$ cat src/rtl/matrix_pkg.sv
// Shared definitions for the 5x5 matrix line permutation blocks.
package matrix_pkg;
  localparam int MAT_DIM = 5;
  localparam int LINE_W  = 25;
  localparam int IDX_W   = 5;

  typedef enum logic [1:0] {
    IDLE = 2'd0,
    RUN  = 2'd1,
    DONE = 2'd2
  } state_t;

  // Forward map P: bit i of the source lands on bit P(i) of the encoded line.
  // Coordinates are recentred by +3, rotated/sheared, then shifted back by -3
  // (written as +2 to stay non-negative).
  function automatic logic [IDX_W-1:0] pi_fwd(input logic [IDX_W-1:0] idx);
    int x, y, xs, ys, nx, ny;
    x  = int'(idx) % MAT_DIM;
    y  = int'(idx) / MAT_DIM;
    xs = (x + 3) % MAT_DIM;
    ys = (y + 3) % MAT_DIM;
    nx = (ys + 2) % MAT_DIM;
    ny = ((2 * xs + 3 * ys) % MAT_DIM + 2) % MAT_DIM;
    return IDX_W'(MAT_DIM * ny + nx);
  endfunction
endpackage

$ cat src/rtl/pi_index_rom.sv
// Combinational P(i) lookup; indices beyond the line width read as 0.
module pi_index_rom
  import matrix_pkg::*;
(
  input  logic [IDX_W-1:0] idx_i,
  output logic [IDX_W-1:0] pidx_o
);

  logic [IDX_W-1:0] rom_w [LINE_W];

  // Table entries are constant-folded from the package map.
  for (genvar i = 0; i < LINE_W; i++) begin : g_rom
    assign rom_w[i] = pi_fwd(IDX_W'(i));
  end

  // Guard the unreachable 25..31 range so the lookup never leaves the table.
  always_comb begin
    pidx_o = '0;
    if (idx_i < IDX_W'(LINE_W)) pidx_o = rom_w[idx_i];
  end

endmodule

$ cat src/rtl/matrix_decoder.sv
// Bit-serial inverse of the matrix permutation: one output bit per cycle,
// ROUNDS full passes per accepted line, result held until consumed.
module matrix_decoder
  import matrix_pkg::*;
#(
  parameter int ROUNDS = 1,   // 1..31
  parameter int N      = 25   // must be 25
) (
  input  logic          clk,
  input  logic          rst,
  input  logic [N-1:0]  in_data,
  input  logic          in_valid,
  output logic          in_ready,
  output logic [N-1:0]  out_data,
  output logic          out_valid,
  input  logic          out_ready,
  output logic          busy
);

  localparam logic [IDX_W-1:0] LAST_IDX   = IDX_W'(LINE_W - 1);
  localparam logic [4:0]       LAST_ROUND = 5'(ROUNDS - 1);

  state_t             state_q, state_d;
  logic [IDX_W-1:0]   idx_q, idx_d;
  logic [4:0]         round_q, round_d;
  logic [N-1:0]       src_q, src_d;
  logic [N-1:0]       dst_q, dst_d;
  logic [IDX_W-1:0]   pidx;
  logic [N-1:0]       dst_upd;

  pi_index_rom u_rom (
    .idx_i  (idx_q),
    .pidx_o (pidx)
  );

  // dst with the current bit filled in; also feeds src when chaining passes.
  always_comb begin
    dst_upd        = dst_q;
    dst_upd[idx_q] = src_q[pidx];
  end

  assign in_ready  = (state_q == IDLE) | ((state_q == DONE) & out_ready);
  assign out_valid = (state_q == DONE);
  assign busy      = (state_q == RUN);
  assign out_data  = dst_q;

  // Next-state: accept, step through the bits, chain rounds, hand off result.
  always_comb begin
    state_d = state_q;
    idx_d   = idx_q;
    round_d = round_q;
    src_d   = src_q;
    dst_d   = dst_q;
    unique case (state_q)
      IDLE: begin
        if (in_valid) begin
          src_d   = in_data;
          idx_d   = '0;
          round_d = '0;
          state_d = RUN;
        end
      end
      RUN: begin
        dst_d = dst_upd;
        idx_d = idx_q + IDX_W'(1);
        if (idx_q == LAST_IDX) begin
          idx_d = '0;
          if (round_q == LAST_ROUND) begin
            state_d = DONE;
          end else begin
            src_d   = dst_upd;
            round_d = round_q + 5'd1;
          end
        end
      end
      DONE: begin
        if (out_ready) begin
          if (in_valid) begin
            src_d   = in_data;
            idx_d   = '0;
            round_d = '0;
            state_d = RUN;
          end else begin
            state_d = IDLE;
          end
        end
      end
      default: state_d = IDLE;
    endcase
  end

  // State registers with synchronous active-low clear.
  always_ff @(posedge clk) begin
    if (!rst) begin
      state_q <= IDLE;
      idx_q   <= '0;
      round_q <= '0;
      src_q   <= '0;
      dst_q   <= '0;
    end else begin
      state_q <= state_d;
      idx_q   <= idx_d;
      round_q <= round_d;
      src_q   <= src_d;
      dst_q   <= dst_d;
    end
  end

endmodule
$ cat config.mk
export PLATFORM = sky130hd
export DESIGN_NAME = matrix_decoder
export DESIGN_NICKNAME = d
export VERILOG_FILES = /design/src/rtl/matrix_pkg.sv /design/src/rtl/pi_index_rom.sv /design/src/rtl/matrix_decoder.sv
export SDC_FILE = /design/constraint.sdc
export NUM_CORES = 1
export LEC_CHECK = 0
export BUFFER_PORTS_ARGS = -buffer_cell sky130_fd_sc_hd__buf_2
export CORE_UTILIZATION = 40
export CTS_CLUSTER_DIAMETER = 120
export CTS_CLUSTER_SIZE = 25
export DETAILED_ROUTE_END_ITERATION = 10
export PLACE_DENSITY = 0.66
export SYNTH_ARGS = -nofsm -noshare
export SYNTH_HDL_FRONTEND = slang
export SYNTH_HIERARCHICAL = 1
export SYNTH_SLANG_ARGS = --single-unit
$ cat constraint.sdc
create_clock -name clk -period 9.9 [get_ports clk]
set_input_delay 1.98 -clock clk [delete_from_list [all_inputs] [get_ports clk]]
set_output_delay 1.98 -clock clk [all_outputs]
set_load 0.02 [all_outputs]
==> results of run 1 <==
[cell families (layout without fill, tap and decap cells)]
family	after synthesis	after routing	share of synthesized area [%]
xor+xnor	3	3	0.704
compound gates	154	154	25.7
mux	12	12	3.82
flops	62	62	33.2
fa+ha+maj	13	13	4.36
simple gates	163	163	23.8
buf+inv	52	88	8.38
[registers in the layout, summed over array words and instances, names as in the netlist]
name      cells
idx_q         5
out_data     25
round_q       5
src_q        25
state_q       2
[worst max path at each step]
stage	endpoint	depth (start not counted)
floorplan	in_ready	2
global placement	in_ready	4
finish	in_ready	4
CTS	in_ready	4
global route	out_data[11]	10
detailed placement	in_ready	4
[cells in the final DEF (no fill, tap or decap), types with 8 or more instances in the layout]
master and n:
nand2_1 51, clkbuf_8 11, buf_2 56, and2_1 8, dfxtp_1 62, a21oi_1 38
nor2b_1 8, nor2_1 36, ha_1 13, o21ai_0 35, a31oi_1 38, inv_1 13
or3_2 8, o211ai_1 9
[worst max-delay path, stage by stage]
cell and delay, ns:
buf_2 0.11, nor2b_1 0.27, nor2_1 0.06, buf_2 0.16
[layer usage]
layer / GRT usage [%] / part of all wire [%]
met4: 8.84 / 2.2
met2: 32.2 / 43
met3: 3.26 / 5.6
met1: 32.3 / 49
met5: 0 / 0
[where the power goes]
group / total (mW) / switching [mW] / internal, mW
Clock: 0.236 / 0.107 / 0.129
Combinational: 0.0938 / 0.0619 / 0.0319
Sequential: 0.266 / 0.00733 / 0.259
Total: 0.596 / 0.176 / 0.420
[per-stage QoR]
stage	setup slack [ns]	power (mW)	hold WS (ns)	cell area [um2]	std cells
finish	5.34	0.596	0.458	4120	603
global route	4.85	0.620	0.475	4120	603
detailed placement	5.33	0.365	0.449	3910	587
floorplan	5.55	0.346	0.428	3730	459
CTS	5.33	0.598	0.461	4120	603
global placement	5.36	0.363	0.439	3910	587
[layout make-up]
cell class	count	area [um2]	area share [%]
tap	108	135	3.28
inverter	14	52.6	1.28
timing repair buffer	58	295	7.17
sequential	62	1240	30.1
clock inverter	5	57.6	1.40
multi-input combinational	345	2180	53.1
clock buffer	11	151	3.68
==> results_dict.tcl, run 1 <==
set metrics [dict create \
    status "complete, no violations" \
    timing.rr.end "out_data[8]" \
    core_area_um2 8890 \
    synthArstFlopShare_pct 0 \
    setup_viol 0 \
    worst_setup_path_end_kind "output port" \
    relSlewSlack_pct 19.6 \
    grt_usage_pct 22.0 \
    core.rowCount 34 \
    rr_startpoint "idx_q[1]" \
    grt_first_pass_wirelength_mm 17.0 \
    grt_pass1_vias 3296 \
    reg2reg_depth 10 \
    min_path_type "flop to flop" \
    cp-startpoint "out_ready" \
    synth.distinct_cells 63 \
    clkTransAtPathRegs_ns 0.07 \
    rsz0062_at_grt "no" \
    die_h_um 98.6 \
    cts_setup_buffers 0 \
    fill_cells 899 \
    powerDensity_nw_per_um2 145 \
    yosysTopAreaCell "dfxtp_1" \
    ys.flop_type "dfxtp_1" \
    synth_area_um2 3730 \
    worst_pin_slew_ns 1.20 \
    synth.most_common_cell "dfxtp_1" \
    cts-root-buf "clkbuf_8" \
    min_to "src_q[19]" \
    syn_to_final_growth_pct 10.3 \
    ys_top_cells_by_count "62 x dfxtp_1, 51 x nand2_1, 38 x a21oi_1, 38 x a31oi_1, 36 x nor2_1" \
    final_core_util_pct 46.3 \
    crit_type "primary input to output port" \
    routed_wl_mm 10.4 \
    ant_nets 0 \
    vias_per_cell 5.88 \
    r2r_slack_ns 5.36 \
    wl_per_cell_um 17.2 \
    synth-seq-cells 62 \
    drc_errors 0 \
    yosysSeqAreaShare_pct 33.2 \
    fin_nets 532 \
    crit_required_ns 7.92 \
    synth_cells 459 \
    leakage_nw 1.59 \
    start_util_pct 42.0 \
    synth_fp_nets 501 \
    hold_start "src_q[19]" \
    yosysTopAreaCellShare_pct 33.2 \
    insertion_delay_ns 0.35 \
    timing.fmax_ghz 0.219 \
    finalCriticalPeriod_ns 4.56 \
    synthTopCellsByArea "dfxtp_1 33%, a31oi_1 6.4%, nand2_1 5.1%, a21oi_1 5.1%, o21ai_0 4.7%" \
    grt_overflow 0 \
    slew_violations 0 \
    synth_edf_count 0 \
    drive_gt1_share_pct 21.2 \
    gp_congestion 0.891 \
    htreeDepth 3 \
    cts.sinks 62 \
    n_antenna_cell 0 \
    portBuffers 56 \
    cts_resized 0 \
    clk_path_buf_depth 2 \
    path_max_fanout 3 \
    drt-pass1-iter-count 6 \
    grt_max_degree 39 \
    min_period_over_period_pct 46.1 \
    antenna_found_initial 0 \
    die_area_um2 9720 \
    arrival_ns 2.58 \
    max_cap_viol_count 0 \
    yosysWarningCount 6 \
    hold_viol_final 0 \
    io_pins 57 \
    postCtsHoldBufs 0 \
    dp_hpwl_mm 7.29 \
    whs_path_depth 2 \
    irDropWorstVdd_mv 0.0672 \
    cts_tree "done" \
    fp.dieW_um 98.6 \
    fin_worst_skew_ns 0.00913 \
    cts_buffers 9 \
    drt_iter0_markers 332 \
    via_count 3545 \
    syn_avg_cell_area_um2 8.13 \
    tns_ns 0 \
    startpoint_type "primary input" \
]
Note: power is estimated with default switching activity, not from simulation.
==> run 2, diff against run 1 <==
==> constraint.sdc (replaced) <==
create_clock -name clk -period 4.6 [get_ports clk]
set_input_delay 0.92 -clock clk [delete_from_list [all_inputs] [get_ports clk]]
set_output_delay 0.92 -clock clk [all_outputs]
set_load 0.02 [all_outputs]
==> run 2 against run 1 <==
Register-to-register slack got worse by 4.6 ns. Total power is 130% higher. Routed wire length increased by 4.1%. Largest power group is now clock. Critical path type is now flop to flop. Clock-buffer cell count fell by 2. Die area is the same.
==> results_dict.tcl, run 2 (synthesis gave the netlist of run 1 again) <==
set metrics [dict create \
    irDropWorstVdd_mv 0.181 \
    rsz0062_at_grt "no" \
    drc_errors 0 \
    place_inst 591 \
    crit_required_ns 4.79 \
    n_antenna_cell 0 \
    layout_common_cells "62 x dfxtp_1, 56 x buf_2, 51 x nand2_1" \
    die_h_um 98.6 \
    dp_hpwl_mm 7.53 \
    status "complete, no violations" \
    grt_overflow 0 \
    drt_iter0_markers 248 \
    grt_max_degree 37 \
    htreeDepth 3 \
    timing.fmax_ghz 0.259 \
    start_util_pct 42.0 \
    finalCriticalPeriod_ns 3.87 \
    cp-startpoint "idx_q[1]" \
    crit_type "flop to flop" \
    grt_first_pass_wirelength_mm 17.5 \
    hold_viol_final 0 \
    fin_worst_skew_ns 0.0111 \
    vias_per_cell 5.88 \
    setup_viol 0 \
    min_path_type "flop to flop" \
    portBuffers 56 \
    clkTransAtPathRegs_ns 0.08 \
    cts_buffers 9 \
    cts.sinks 62 \
    arrival_ns 4.06 \
    gp_congestion 0.871 \
    min_period_over_period_pct 84.1 \
    leakage_nw 1.63 \
    drive_gt1_share_pct 21.8 \
    die_area_um2 9720 \
    cts-root-buf "clkbuf_8" \
    wl_per_cell_um 17.8 \
    r2r_slack_ns 0.73 \
    postCtsHoldBufs 0 \
    max_cap_viol_count 0 \
    critPathCapture "out_data[12]" \
    routed_wl_mm 10.8 \
    cts_tree "done" \
    reg2reg_depth 9 \
    ant_nets 0 \
    slew_violations 0 \
    core_area_um2 8890 \
    cts_setup_buffers 0 \
    clk_path_buf_depth 2 \
    final_common_cell "dfxtp_1" \
    core.rowCount 34 \
    worst_pin_slew_ns 1.04 \
    postLayoutCellArea_um2 4180 \
    antenna_found_initial 0 \
    fp.dieW_um 98.6 \
    cts_resized 0 \
    finalNonFillerCells 607 \
    via_count 3568 \
    startpoint_type "flop" \
    drt-pass1-iter-count 5 \
    io_pins 57 \
    grt_usage_pct 22.9 \
    tns_ns 0 \
    powerDensity_nw_per_um2 330 \
    insertion_delay_ns 0.35 \
    timing.rr.end "out_data[12]" \
    post_dp_cell_area_um2 3940 \
    worst_setup_path_end_kind "flop" \
    whs_ns 0.456 \
    grt_pass1_vias 3313 \
    relSlewSlack_pct 30.8 \
    fin_nets 536 \
    syn_to_final_growth_pct 12.0 \
    path_max_fanout 26 \
    rr_startpoint "idx_q[1]" \
]
## run 2: cell count changes in the layout (fill, tap and decap cells not counted)
cell and change:
clkbuf_8 -2, bufinv_16 +2, clkinvlp_4 -2, inv_6 +2, buf_4 +4
## run 2: how the worst min path moves through the flow
stage / startpoint / to / slack (ns) / cells past startpoint
global route: src_q[18] / src_q[18] / 0.48 / 2
finish: src_q[18] / src_q[18] / 0.46 / 2
CTS: src_q[18] / src_q[18] / 0.45 / 2
global placement: src_q[17] / src_q[17] / 0.44 / 2
detailed placement: src_q[18] / src_q[18] / 0.44 / 2
floorplan: src_q[17] / src_q[17] / 0.43 / 2
## run 2: critical path: stages (launching register included)
cell,delay (ns)
dfxtp_1,0.64
inv_1,0.16
ha_1,0.40
nor3_2,0.19
nor2_1,0.06
a221oi_1,0.82
inv_1,0.14
or3_1,0.42
a31oi_4,0.66
a31oi_1,0.20
## run 2: per-layer routing
| layer | vias to the layer above | track usage, % | part of all wire [%] |
|---|---|---|---|
| li1 | 1737 | - | - |
| met1 | 1699 | 33.5 | 48 |
| met2 | 120 | 34.2 | 45 |
| met3 | 12 | 3.62 | 5.4 |
| met4 | 0 | 7.58 | 1.3 |
| met5 | - | 0 | 0 |
## run 2: stage by stage
step                      util, %  total power, mW  worst slack, ns
after floorplan                 -            0.745             1.41
after global routing         47.0             1.44            0.449
final                        47.0             1.38            0.732
after CTS                    47.0             1.38            0.813
after global placement       44.3            0.785             1.10
after detailed placement     44.3            0.788            0.872
## run 2: cell type report
cell class	count	area (um2)
Timing Repair Buffer	62	325
Tap cell	108	135
Multi-Input combinational cell	345	2180
Clock inverter	7	120
Inverter	14	52.6
Fill cell	859	4710
Clock buffer	9	124
Sequential cell	62	1240
## run 2: where the power goes
group | switching (mW) | total (mW) | leakage [nW] | internal, mW
clock network | 0.237 | 0.600 | 0.120 | 0.363
registers | 0.0168 | 0.574 | 0.504 | 0.558
logic | 0.134 | 0.205 | 1.01 | 0.0711
==> run 3, diff against run 2 <==
--- a/config.mk
+++ b/config.mk
@@ -10,7 +10,7 @@
 export CTS_CLUSTER_DIAMETER = 120
 export CTS_CLUSTER_SIZE = 25
 export DETAILED_ROUTE_END_ITERATION = 10
-export PLACE_DENSITY = 0.66
+export PLACE_DENSITY = 0.68
 export SYNTH_ARGS = -nofsm -noshare
 export SYNTH_HDL_FRONTEND = slang
 export SYNTH_HIERARCHICAL = 1
==> constraint.sdc (replaced) <==
create_clock -name clk -period 3.25 [get_ports clk]
set_input_delay 0.65 -clock clk [delete_from_list [all_inputs] [get_ports clk]]
set_output_delay 0.65 -clock clk [all_outputs]
set_load 0.02 [all_outputs]
==> run 3 against run 2 <==
Clock-buffer cell count grew 1. Non-clock buffer count rose by 8. Combinational power rose by 53%. Total power is 30% higher. Setup slack worse by 0.47 ns. Register-to-register slack lost 0.47 ns. Sequential share of layout area decreased by 0.13 points. Critical path type unchanged. Critical endpoint is now out_data[11]. Largest cell class unchanged. Highest routed layer unchanged.
==> results_dict.tcl, run 3 (synthesis gave the netlist of run 1 again) <==
set metrics [dict create \
    status "complete, no violations" \
    core_area_um2 8890 \
    drive_gt1_share_pct 22.9 \
    slew_violations 0 \
    powerDensity_nw_per_um2 427 \
    htreeDepth 3 \
    syn_to_final_growth_pct 12.5 \
    fin_worst_skew_ns 0.00907 \
    clkTransAtPathRegs_ns 0.07 \
    path_max_fanout 26 \
    crit_slowest_cell "ha_1" \
    drt_iter0_markers 267 \
    vias_per_cell 5.88 \
    grt_overflow 0 \
    tns_ns 0 \
    grt_first_pass_wirelength_mm 17.6 \
    die_area_um2 9720 \
    portBuffers 56 \
    p_int_mw 1.26 \
    arrival_ns 3.20 \
    core.rowCount 34 \
    drc_errors 0 \
    min_path_type "flop to flop" \
    multiInputGateArea_um2 2180 \
    die_h_um 98.6 \
    drt-pass1-iter-count 5 \
    relSlewSlack_pct 33.9 \
    regArea_um2 1240 \
    grt_pass1_vias 3445 \
    cts_tree "done" \
    final_common_cell "dfxtp_1" \
    setup_viol 0 \
    grt_max_degree 37 \
    timing.fmax_ghz 0.335 \
    max_cap_viol_count 0 \
    cp_cell_sequence "inv_1 > ha_1 > inv_1 > a211o_1 > a22oi_1 > buf_4 > mux2_2 > nor4_1 > a21oi_1 > nand4_1 > buf_4 > a31oi_1" \
    layout_common_cells "62 x dfxtp_1, 56 x buf_2, 51 x nand2_1" \
    swShare_pct 29.9 \
    clk_path_buf_depth 2 \
    gp_congestion 0.864 \
    leakage_nw 1.65 \
    p_switching_uw 536 \
    crit_required_ns 3.47 \
    crit_type "flop to flop" \
    irDropWorstVdd_mv 0.214 \
    n_antenna_cell 0 \
    worst_pin_slew_ns 0.990 \
    crit_family "compound AO/OA/AOI/OAI gates" \
    fill_cells 878 \
    cts_resized 0 \
    insertion_delay_ns 0.35 \
    cts-root-buf "clkbuf_8" \
    grt_usage_pct 23.0 \
    slowest_delay_ns 0.41 \
    rsz0062_at_grt "no" \
    antenna_found_initial 0 \
    fp.dieW_um 98.6 \
    worst_setup_path_end_kind "flop" \
    via_count 3614 \
    fin_nets 544 \
    cts_buffers 9 \
    routed_wl_mm 10.6 \
    p_clk_share_pct 37.4 \
    postLayoutCellArea_um2 4200 \
    cts_setup_buffers 0 \
    start_util_pct 42.0 \
    ant_nets 0 \
    startpoint_type "flop" \
    min_period_over_period_pct 91.8 \
    hold_viol_final 0 \
    dp_hpwl_mm 7.57 \
    post_dp_cell_area_um2 4010 \
    combinationalPowerShare_pct 17.5 \
    cp_num_buf_inv 4 \
    seqPwrFrac_pct 45.1 \
    cts.sinks 62 \
    wl_per_cell_um 17.3 \
    postCtsHoldBufs 0 \
    io_pins 57 \
    finalCriticalPeriod_ns 2.98 \
]
run 3: final timing paths:
check                               start      endpoint  slack [ns]  depth (start not counted)
worst max-delay path             idx_q[0]  out_data[11]        0.27                         12
worst min-delay path            src_q[17]     src_q[17]        0.45                          2
worst max register to register   idx_q[0]  out_data[11]        0.27                         12
worst min register to register  src_q[17]     src_q[17]        0.45                          2
run 3: layout make-up:
cell class,count,area share (%)
clock inverters,6,1.49
multi-input cells,345,52.0
well taps,108,3.22
repair buffers,70,9.47
flip-flops and latches,62,29.5
inverters,14,1.25
clock buffers,10,3.04
run 3: metal layers:
layer	track usage [%]	wire length, um	up-vias
li1	-	-	1754
met1	32.9	5010	1707
met2	34.9	4710	142
met3	4.40	760	11
met4	7.35	133	0
met5	0	0	-
run 3: worst min-delay path: stages, from the launching register on:
cell and delay, ns:
dfxtp_1 0.31, nand2_1 0.05, a21oi_1 0.05
run 3: stage by stage:
step                      std cells  total power [mW]  hold slack (ns)  utilization [%]  worst slack [ns]
after floorplan                 459              1.05            0.428                -            0.0647
after global placement          599              1.13            0.443             45.1             0.405
final                           615              1.79            0.453             47.3             0.266
after CTS                       615              1.80            0.453             47.3             0.266
after global routing            615              1.88            0.485             47.3            0.0368
after detailed placement        599              1.13            0.442             45.1             0.321
run 3: power by group through the flow:
stage / registers, mW / clock network, mW / logic [mW]
6_report: 0.808 / 0.671 / 0.313
5_1_grt: 0.812 / 0.729 / 0.344
4_1_cts: 0.808 / 0.679 / 0.311
3_5_place_dp: 0.825 / 0 / 0.309
3_3_place_gp: 0.825 / 0 / 0.301
2_1_floorplan: 0.824 / 0 / 0.230
